`config.mk`:
```
export PLATFORM = sky130hd
export DESIGN_NAME = iot_event_encoder
export DESIGN_NICKNAME = d
export VERILOG_FILES = /design/src/rtl/iot_pkg.sv /design/src/rtl/iot_evt_arbiter.sv /design/src/rtl/iot_event_encoder.sv
export SDC_FILE = /design/constraint.sdc
export NUM_CORES = 1
export LEC_CHECK = 0
export CAP_MARGIN = 10
export CORE_MARGIN = 2
export CORE_UTILIZATION = 30
export CTS_CLUSTER_DIAMETER = 120
export DETAILED_ROUTE_END_ITERATION = 8
export SLEW_MARGIN = 15
export SYNTH_ARGS = -nofsm -noshare
export SYNTH_HDL_FRONTEND = slang
export SYNTH_SLANG_ARGS = --single-unit
```
`constraint.sdc`:
```
create_clock -name clk -period 5.5 [get_ports clk]
set_clock_uncertainty 0.05 [all_clocks]
set_input_delay 1.65 -clock clk [delete_from_list [all_inputs] [get_ports clk]]
set_output_delay 1.65 -clock clk [all_outputs]
set_load 0.005 [all_outputs]
```
`src/rtl/iot_pkg.sv`:
```
// Shared constants and types for the IoT event encoder.
package iot_pkg;

  localparam int unsigned NUM_DEV  = 8;
  localparam int unsigned DEV_ID_W = 3;

  typedef enum logic {
    EVT_OFF = 1'b0,
    EVT_ON  = 1'b1
  } evt_pol_e;

endpackage

```
`src/rtl/iot_evt_arbiter.sv`:
```
// Selects one pending device. Define IOT_EVT_RR_EN for round-robin starting after
// the last grant; otherwise the lowest pending index wins.
module iot_evt_arbiter
  import iot_pkg::*;
(
  input  logic [NUM_DEV-1:0]  req,
  input  logic [DEV_ID_W-1:0] last,
  output logic [NUM_DEV-1:0]  gnt,
  output logic [DEV_ID_W-1:0] idx,
  output logic                valid
);

`ifdef IOT_EVT_RR_EN
  logic [DEV_ID_W-1:0] cand;

  always_comb begin
    gnt   = '0;
    idx   = '0;
    valid = 1'b0;
    cand  = '0;
    for (int unsigned k = 1; k <= NUM_DEV; k++) begin
      cand = DEV_ID_W'((32'(last) + k) % NUM_DEV);
      if (!valid && req[cand]) begin
        valid     = 1'b1;
        gnt[cand] = 1'b1;
        idx       = cand;
      end
    end
  end
`else
  logic                unused_last;
  logic [DEV_ID_W-1:0] cand;

  assign unused_last = ^last;

  always_comb begin
    gnt   = '0;
    idx   = '0;
    valid = 1'b0;
    cand  = '0;
    for (int unsigned k = 0; k < NUM_DEV; k++) begin
      cand = DEV_ID_W'(k);
      if (!valid && req[cand]) begin
        valid     = 1'b1;
        gnt[cand] = 1'b1;
        idx       = cand;
      end
    end
  end
`endif

endmodule

```
`src/rtl/iot_event_encoder.sv`:
```
// Turns per-device level changes into one-per-cycle on/off event strobes.
// Arbitration mode selected by IOT_EVT_RR_EN (see iot_evt_arbiter).
module iot_event_encoder
  import iot_pkg::*;
(
  input  logic                clk,
  input  logic                rst,
  input  logic                hold,
  input  logic [NUM_DEV-1:0]  dev_status,
  output logic                change,
  output logic                on_off,
  output logic [DEV_ID_W-1:0] dev_id,
  output logic                busy
);

  logic [NUM_DEV-1:0]  prev_q, pend_on, pend_off;
  logic [NUM_DEV-1:0]  req, gnt, edges, on_edge, off_edge;
  logic [NUM_DEV-1:0]  kept_on, kept_off, nxt_on, nxt_off;
  logic [DEV_ID_W-1:0] gnt_idx, last_q;
  logic                gnt_valid, emit, emit_on;

  iot_evt_arbiter u_arb (
    .req   (req),
    .last  (last_q),
    .gnt   (gnt),
    .idx   (gnt_idx),
    .valid (gnt_valid)
  );

  assign busy = |req;

  always_comb begin
    req      = pend_on | pend_off;
    edges    = dev_status ^ prev_q;
    on_edge  = edges & dev_status;
    off_edge = edges & ~dev_status;
    emit     = !hold && gnt_valid;
    emit_on  = |(gnt & pend_on);
    kept_on  = pend_on;
    kept_off = pend_off;
    if (emit) begin
      if (emit_on) kept_on  = pend_on & ~gnt;
      else         kept_off = pend_off & ~gnt;
    end
    // Grant clear applies first; an opposite-polarity edge then cancels the
    // surviving pending bit instead of queueing a second event.
    nxt_on  = (kept_on & ~off_edge) | (on_edge & ~kept_off);
    nxt_off = (kept_off & ~on_edge) | (off_edge & ~kept_on);
  end

  // last_q resets to the top index so the first round-robin search begins at 0.
  always_ff @(posedge clk or posedge rst) begin
    if (rst) begin
      prev_q   <= '0;
      pend_on  <= '0;
      pend_off <= '0;
      change   <= 1'b0;
      on_off   <= EVT_OFF;
      dev_id   <= '0;
      last_q   <= '1;
    end else begin
      prev_q   <= dev_status;
      pend_on  <= nxt_on;
      pend_off <= nxt_off;
      change   <= emit;
      if (emit) begin
        on_off <= emit_on ? EVT_ON : EVT_OFF;
        dev_id <= gnt_idx;
        last_q <= gnt_idx;
      end
    end
  end

endmodule
```
==> flow_metrics.env, run 1 <==
export IMPL_cts_tree="built"
export IMPL_die_area_um2=5230
export IMPL_port_buffers=16
export IMPL_grt_overflow=0
export IMPL_worstSetupPathType="register to output port"
export IMPL_slowest_stage="nor4_1"
export IMPL_worst_pin_slew_ns=0.757
export IMPL_p_leak_uw=0.000717
export IMPL_cts_resized=0
export IMPL_synth_edf_count=0
export IMPL_vias=1122
export IMPL_clock_fmax_mhz=256
export IMPL_drv_cap=0
export IMPL_final_cell_mix="29 x dfrtp_1, 16 x clkdlybuf4s50_1, 12 x nor2_1"
export IMPL_rsz0062_at_grt="no"
export IMPL_core_um2=4410
export IMPL_synth_seq_cells=29
export IMPL_intPower_uw=419
export IMPL_setup_viol=0
export IMPL_wl_per_cell_um=13.6
export IMPL_grt_pass1_vias=1072
export IMPL_mostFrequentLayoutCell="dfrtp_1"
export IMPL_powerDensity_nw_per_um2=346
export IMPL_drt_iter0_drc=74
export IMPL_fin_nets=168
export IMPL_outcome="finished, final reports clean"
export IMPL_syn2layout_area_growth_pct=23.3
export IMPL_grtUsageTotal_pct=12.4
export IMPL_grt_max_degree=30
export IMPL_antenna_found_initial=0
export IMPL_synth_top_area_share_pct=51.8
export IMPL_pwr_share_clk_pct=31.5
export IMPL_start_util_pct=31.7
export IMPL_antenna_cells=0
export IMPL_drtAntennaViolNets=0
export IMPL_cp_required_ns=3.80
export IMPL_via_per_inst=5.34
export IMPL_place_congestion=0.727
export IMPL_cp_start_kind="register"
export IMPL_drive_above_1_share_pct=12.0
export IMPL_grt_pass1_wl_um=4920
export IMPL_crit_arrival_ns=2.21
export IMPL_finalWirelength_um=2860
export IMPL_slew_violations=0
export IMPL_hpwl_um=2140
export IMPL_syn_nets=145
export IMPL_fill_cells=423
export IMPL_slew_headroom_pct=49.1
export IMPL_yosysTopAreaCell="dfrtp_1"
export IMPL_final_min_clock_period_ns=3.91
export IMPL_slowest_delay_ns=0.70
export IMPL_syn_area_um2=1400
export IMPL_cts_hold_buf=0
export IMPL_cts_buffer_depth=2
export IMPL_peakVddDrop_mv=0.129
export IMPL_dr_pass1_iters=4
export IMPL_drc=0
export IMPL_clkSinkCount=29
export IMPL_p_comb_share_pct=21.7
export IMPL_cts_root_buf="clkbuf_8"
export IMPL_postSynth_asyncResetShare_pct=100
export IMPL_synth_warnings=0
export IMPL_period_share_pct=71.1
export IMPL_holdWs_ns=0.435
export IMPL_io_pins=17
export IMPL_setup_tns_ns=0
export IMPL_p_sw_uw=179
export IMPL_cts_buffers=5
export IMPL_worst_setup_path_end_kind="output port"
export IMPL_yosysSeqAreaShare_pct=51.8
export IMPL_htree_levels=2
export IMPL_clk_latency_ns=0.28
export IMPL_synth_area_top_cells="dfrtp_1 52%, nand2b_1 4.0%, nor2b_1 3.6%"
export IMPL_finalHoldViolations=0
export IMPL_crit_chain="nor4_1 > nand4_1 > clkdlybuf4s50_1"
export IMPL_die_w_um=72.3
export IMPL_swShare_pct=29.9
export IMPL_dominantRegCellSynth="dfrtp_1"
export IMPL_synth_cells=134
export IMPL_synth_cell_types=38
export IMPL_die_y_um=72.3
export IMPL_post_cts_buffers=0
export IMPL_fp_row_count=24
export IMPL_syn_avg_cell_area_um2=10.4
export IMPL_p_seq_share_pct=46.8
export IMPL_hp_class="register to register"
export IMPL_cts_reportedPaths_clkPinSlew_ns=0.06
export IMPL_cp_max_fo=6
## Yosys cell counts (2+ instances only)
library cell and count:
dfrtp_1 29, nor2_1 12, nand2_1 10, nand2b_1 9
nor2b_1 8, inv_1 7, nand3_1 5, o21ai_0 5
a21oi_1 4, a21boi_0 3, a32o_1 3, nand4_1 3
nor3_1 3, o221a_2 3, o22ai_1 3, nor4_1 2
nor4_4 2, o21a_1 2, o31ai_1 2
## final timing paths
| path | startpoint | to | slack, ns | cells past startpoint |
|---|---|---|---|---|
| worst max-delay path | pend_on[6]$_DFF_PP0_ | busy | 1.59 | 3 |
| worst min-delay path | dev_id[0]$_DFFE_PP0N_ | dev_id[0]$_DFFE_PP0N_ | 0.43 | 2 |
| worst max register to register | pend_on[0]$_DFF_PP0_ | pend_off[6]$_DFF_PP0_ | 3.38 | 5 |
| worst min register to register | dev_id[0]$_DFFE_PP0N_ | dev_id[0]$_DFFE_PP0N_ | 0.43 | 2 |
| max in group asynchronous | rst | pend_on[4]$_DFF_PP0_ | 3.28 | 2 |
| min in group asynchronous | rst | pend_off[6]$_DFF_PP0_ | 1.72 | 2 |
## worst max-delay path: cells and delay by family (launching register included)
kind	cells	cell delay (ns)
buffers and inverters	1	0.52
DFF	1	0.43
and+or+nand+nor	2	0.99
## final cells by class
class / instances / area (µm²) / share of cell area (%)
clock buffer: 7 / 96.3 / 5.58
clock inverter: 1 / 5.00 / 0.290
inverter: 7 / 26.3 / 1.52
multi-input combinational: 98 / 648 / 37.5
sequential: 29 / 726 / 42.0
tap: 52 / 65.1 / 3.77
timing repair buffer: 16 / 160 / 9.28
## through the flow
| step | area (µm²) | power (µW) | util (%) | cells | setup slack, ns |
|---|---|---|---|---|---|
| 2_1_floorplan | 1400 | 365 | - | 134 | 2.36 |
| 3_3_place_gp | 1630 | 407 | 36.8 | 202 | 1.78 |
| 3_5_place_dp | 1630 | 413 | 36.8 | 202 | 1.70 |
| 4_1_cts | 1730 | 607 | 39.1 | 210 | 1.60 |
| 5_1_grt | 1730 | 634 | 39.1 | 210 | 1.49 |
| 6_report | 1730 | 598 | 39.1 | 210 | 1.59 |
## power groups by stage
stage / Sequential, µW / Combinational [µW] / Clock, µW
after floorplan: 276 / 89.3 / 0
after global placement: 281 / 126 / 0
after detailed placement: 283 / 130 / 0
after CTS: 279 / 131 / 197
after global routing: 285 / 145 / 205
final: 280 / 130 / 188
## state kept, by name (all words and copies together), names as in the netlist
signal,flops
change,1
dev_id,3
on_off,1
pend_off,8
pend_on,8
prev_q,8
## cell families after synthesis
family	count (synthesis)	synth area share [%]
buf+inv	7	1.88
flops	29	51.8
simple gates	62	26.6
compound gates	36	19.7
## routing by layer
layer / vias up / part of all wire [%] / GRT usage, %
li1: 545 / - / -
met1: 551 / 46 / 14.8
met2: 21 / 47 / 20.1
met3: 5 / 4.4 / 3.89
met4: 0 / 2.5 / 6.29
met5: - / 0 / 0
Note: power is estimated with default switching activity, not from simulation.
==> inputs of run 2 (changes only) <==
==> constraint.sdc (replaced) <==
create_clock -name clk -period 3.66 [get_ports clk]
set_clock_uncertainty 0.05 [all_clocks]
set_input_delay 1.098 -clock clk [delete_from_list [all_inputs] [get_ports clk]]
set_output_delay 1.098 -clock clk [all_outputs]
set_load 0.005 [all_outputs]
==> run 2 against run 1 <==
  * Wire length fell by 0.42%
  * Via count fell by 2.2%
  * Combinational power rose by 56%
  * Design area rose by 2.2%
  * Highest routed layer unchanged
==> flow_metrics.env, run 2 (synthesis results as in run 1) <==
export IMPL_setup_viol=0
export IMPL_drc=0
export IMPL_critical_path_endpoint="busy"
export IMPL_port_buffers=16
export IMPL_fin_nets=171
export IMPL_crit_chain="nor4_1 > nand4_1 > clkdlybuf4s50_1"
export IMPL_drt_iter0_drc=69
export IMPL_setup_tns_ns=0
export IMPL_peakVddDrop_mv=0.177
export IMPL_wl_per_cell_um=13.4
export IMPL_rsz0062_at_grt="no"
export IMPL_finalHoldViolations=0
export IMPL_grt_pass1_vias=1082
export IMPL_via_per_inst=5.15
export IMPL_die_y_um=72.3
export IMPL_final_min_clock_period_ns=3.15
export IMPL_drv_cap=0
export IMPL_htree_levels=2
export IMPL_hpwl_um=2080
export IMPL_antenna_cells=0
export IMPL_drive_above_1_share_pct=12.4
export IMPL_cp_max_fo=7
export IMPL_slew_headroom_pct=63.4
export IMPL_antenna_found_initial=0
export IMPL_cp_required_ns=2.51
export IMPL_top_regs="pend_off (8), pend_on (8), prev_q (8)"
export IMPL_finalWirelength_um=2840
export IMPL_grt_pass1_wl_um=4930
export IMPL_grt_overflow=0
export IMPL_r2r_slack_ns=1.54
export IMPL_worstSetupStartpoint="pend_on[0]$_DFF_PP0_"
export IMPL_grtUsageTotal_pct=12.2
export IMPL_slew_violations=0
export IMPL_crit_arrival_ns=2.01
export IMPL_die_area_um2=5230
export IMPL_cts_root_buf="clkbuf_8"
export IMPL_mostFrequentLayoutCell="dfrtp_1"
export IMPL_grt_max_degree=30
export IMPL_hp_class="register to register"
export IMPL_cts_buffers=5
export IMPL_cts_resized=0
export IMPL_vias=1097
export IMPL_slowest_delay_ns=0.54
export IMPL_rr_endpoint="pend_on[5]$_DFF_PP0_"
export IMPL_core_um2=4410
export IMPL_io_pins=17
export IMPL_outcome="finished, final reports clean"
export IMPL_cp_start_kind="register"
export IMPL_utilization_pct=40.0
export IMPL_place_congestion=0.716
export IMPL_fp_row_count=24
export IMPL_dr_pass1_iters=4
export IMPL_powerDensity_nw_per_um2=544
export IMPL_clock_fmax_mhz=317
export IMPL_cts_tree="built"
export IMPL_p_leak_uw=0.000737
export IMPL_final_cell_mix="29 x dfrtp_1, 16 x clkdlybuf4s50_1, 12 x nor2_1"
export IMPL_drtAntennaViolNets=0
export IMPL_die_w_um=72.3
export IMPL_slowest_stage="nor4_1"
export IMPL_clkSinkCount=29
export IMPL_r2r_start="pend_on[0]$_DFF_PP0_"
export IMPL_cts_reportedPaths_clkPinSlew_ns=0.06
export IMPL_worst_setup_path_end_kind="output port"
export IMPL_clk_latency_ns=0.28
export IMPL_worstSetupPathType="register to output port"
export IMPL_cts_buffer_depth=2
export IMPL_start_util_pct=31.7
export IMPL_period_share_pct=86.2
export IMPL_reg2reg_depth=5
export IMPL_syn2layout_area_growth_pct=26.0
export IMPL_cts_hold_buf=0
export IMPL_worst_pin_slew_ns=0.544
export IMPL_hold_path_startpoint="dev_id[0]$_DFFE_PP0N_"
export IMPL_post_cts_buffers=0
run 2: per-layer routing:
layer  share of wire, %  GRT usage (%)  wire length [µm]
met5                  0              0                 0
met4                1.7           6.92                47
met3                4.1           2.92               117
met2                 48           19.4              1380
met1                 46           15.3              1300
run 2: area by class of cell:
cell class / count / area (µm²)
multi-input cells: 98 / 648
clock inverters: 1 / 30.0
repair buffers: 19 / 183
well taps: 52 / 65.1
flip-flops and latches: 29 / 726
clock buffers: 7 / 86.3
fillers: 429 / 2650
inverters: 7 / 26.3
run 2: worst max-delay path: cells and delay by family (launching register included):
family | cells | cell delay [ns]
buffers and inverters | 1 | 0.51
and+or+nand+nor | 2 | 0.79
DFF | 1 | 0.43
run 2: power breakdown:
group          internal (µW)  switching, µW  total [µW]
registers                364           55.2         419
clock network            222            116         338
logic                    103            100         203
run 2: stage by stage:
step	worst slack, ns	total power (µW)	cell area [µm²]	cells	hold WS (ns)
floorplan	1.07	548	1400	134	0.417
global placement	0.504	618	1650	205	0.416
detailed placement	0.439	627	1650	205	0.412
CTS	0.498	974	1760	213	0.427
global route	0.412	1020	1760	213	0.454
finish	0.506	960	1760	213	0.422
run 2: worst min-delay path by stage:
stage | to | slack, ns | cells after the start
after floorplan | dev_id[0]$_DFFE_PP0N_ | 0.42 | 2
after global routing | dev_id[0]$_DFFE_PP0N_ | 0.45 | 2
after detailed placement | dev_id[0]$_DFFE_PP0N_ | 0.41 | 2
after CTS | dev_id[0]$_DFFE_PP0N_ | 0.43 | 2
after global placement | dev_id[0]$_DFFE_PP0N_ | 0.42 | 2
final | dev_id[0]$_DFFE_PP0N_ | 0.42 | 2
==> inputs of run 3 (changes only) <==
--- a/config.mk
+++ b/config.mk
@@ -8,8 +8,10 @@
 export CAP_MARGIN = 10
 export CORE_MARGIN = 2
 export CORE_UTILIZATION = 30
+export CTS_BUF_LIST = sky130_fd_sc_hd__clkbuf_4 sky130_fd_sc_hd__clkbuf_8
 export CTS_CLUSTER_DIAMETER = 120
 export DETAILED_ROUTE_END_ITERATION = 8
+export SKIP_LAST_GASP = 1
 export SLEW_MARGIN = 15
 export SYNTH_ARGS = -nofsm -noshare
 export SYNTH_HDL_FRONTEND = slang
==> run 3 against run 2 <==
  * Combinational power is essentially flat
  * Wire length grew 0.39%
  * Maximum frequency increased by 0.11%
  * Total power increased by 0.80%
==> flow_metrics.env, run 3 (synthesis results as in run 1) <==
export IMPL_drv_cap=0
export IMPL_grt_overflow=0
export IMPL_peakVddDrop_mv=0.183
export IMPL_antenna_cells=0
export IMPL_layout_cells_non_filler=213
export IMPL_worst_setup_path_end_kind="output port"
export IMPL_cp_start_kind="register"
export IMPL_grt_max_degree=30
export IMPL_post_cts_buffers=0
export IMPL_via_per_inst=5.15
export IMPL_crit_chain="nor4_1 > nand4_1 > clkdlybuf4s50_1"
export IMPL_cp_max_fo=6
export IMPL_cts_root_buf="clkbuf_8"
export IMPL_cts_reportedPaths_clkPinSlew_ns=0.06
export IMPL_clock_fmax_mhz=317
export IMPL_final_min_clock_period_ns=3.15
export IMPL_die_area_um2=5230
export IMPL_setup_viol=0
export IMPL_final_cell_mix="29 x dfrtp_1, 16 x clkdlybuf4s50_1, 12 x nor2_1"
export IMPL_critPathTopFamily="simple AND/OR/NAND/NOR gates"
export IMPL_setup_tns_ns=0
export IMPL_cts_buffer_depth=2
export IMPL_fin_nets=171
export IMPL_crit_buf_inv=1
export IMPL_htree_levels=2
export IMPL_slowest_stage="nor4_1"
export IMPL_clk_latency_ns=0.28
export IMPL_top_regs="pend_off (8), pend_on (8), prev_q (8)"
export IMPL_worstSetupPathType="register to output port"
export IMPL_crit_arrival_ns=2.00
export IMPL_grt_pass1_vias=1082
export IMPL_rsz0062_at_grt="no"
export IMPL_io_pins=17
export IMPL_slew_violations=0
export IMPL_place_congestion=0.716
export IMPL_syn2layout_area_growth_pct=26.3
export IMPL_cts_buffers=5
export IMPL_grt_pass1_wl_um=4930
export IMPL_mostFrequentLayoutCell="dfrtp_1"
export IMPL_outcome="finished, final reports clean"
export IMPL_power_uw=968
export IMPL_finalWirelength_um=2860
export IMPL_slew_headroom_pct=63.8
export IMPL_dr_pass1_iters=4
export IMPL_fp_row_count=24
export IMPL_vias=1096
export IMPL_powerDensity_nw_per_um2=547
export IMPL_antenna_found_initial=0
export IMPL_drive_above_1_share_pct=13.0
export IMPL_period_share_pct=86.1
export IMPL_cts_resized=0
export IMPL_grtUsageTotal_pct=12.2
export IMPL_slowest_delay_ns=0.52
export IMPL_port_buffers=16
export IMPL_hp_class="register to register"
export IMPL_hpwl_um=2080
export IMPL_holdWs_ns=0.422
export IMPL_dp_cells=205
export IMPL_clkSinkCount=29
export IMPL_drt_iter0_drc=69
export IMPL_cts_tree="built"
export IMPL_cp_required_ns=2.51
export IMPL_start_util_pct=31.7
export IMPL_p_leak_uw=0.000741
export IMPL_core_um2=4410
export IMPL_wl_per_cell_um=13.4
export IMPL_drc=0
export IMPL_cts_hold_buf=0
export IMPL_utilization_pct=40.1
export IMPL_die_y_um=72.3
export IMPL_die_w_um=72.3
export IMPL_drtAntennaViolNets=0
export IMPL_finalHoldViolations=0
export IMPL_worst_pin_slew_ns=0.538
## run 3: worst register-to-register path: cells and delay by family (launching register included)
family,cells,cell delay (ns)
simple gates,1,0.52
flops,1,0.44
compound gates,4,0.98
## run 3: final timing paths
path,startpoint,end,slack (ns),cells after the start
setup / recovery,pend_on[1]$_DFF_PP0_,busy,0.51,3
hold / removal,dev_id[0]$_DFFE_PP0N_,dev_id[0]$_DFFE_PP0N_,0.42,2
setup reg to reg,pend_on[1]$_DFF_PP0_,pend_on[5]$_DFF_PP0_,1.56,5
hold reg to reg,dev_id[0]$_DFFE_PP0N_,dev_id[0]$_DFFE_PP0N_,0.42,2
max in group asynchronous,rst,pend_on[6]$_DFF_PP0_,2.15,3
min in group asynchronous,rst,dev_id[0]$_DFFE_PP0N_,1.13,3
## run 3: cell type report
type / count / area (µm²)
fillers: 427 / 2650
multi-input cells: 98 / 648
well taps: 52 / 65.1
flip-flops and latches: 29 / 726
clock inverters: 1 / 30.0
clock buffers: 7 / 90.1
inverters: 7 / 26.3
repair buffers: 19 / 183
## run 3: per-layer routing
layer	vias up	part of all wire, %	global-route usage [%]
li1	548	-	-
met1	514	46	15.3
met2	29	48	19.4
met3	5	4.3	2.92
met4	0	1.6	6.92
met5	-	0	0
## run 3: power by group
group / switching [µW] / internal (µW)
combinational: 100 / 103
clock: 117 / 229
sequential: 55.1 / 364
total: 272 / 695
## run 3: through the flow
step           cell area [µm²]  setup slack, ns
4_1_cts                   1770            0.498
2_1_floorplan             1400             1.07
6_report                  1770            0.509
3_5_place_dp              1650            0.439
3_3_place_gp              1650            0.504
5_1_grt                   1770            0.412
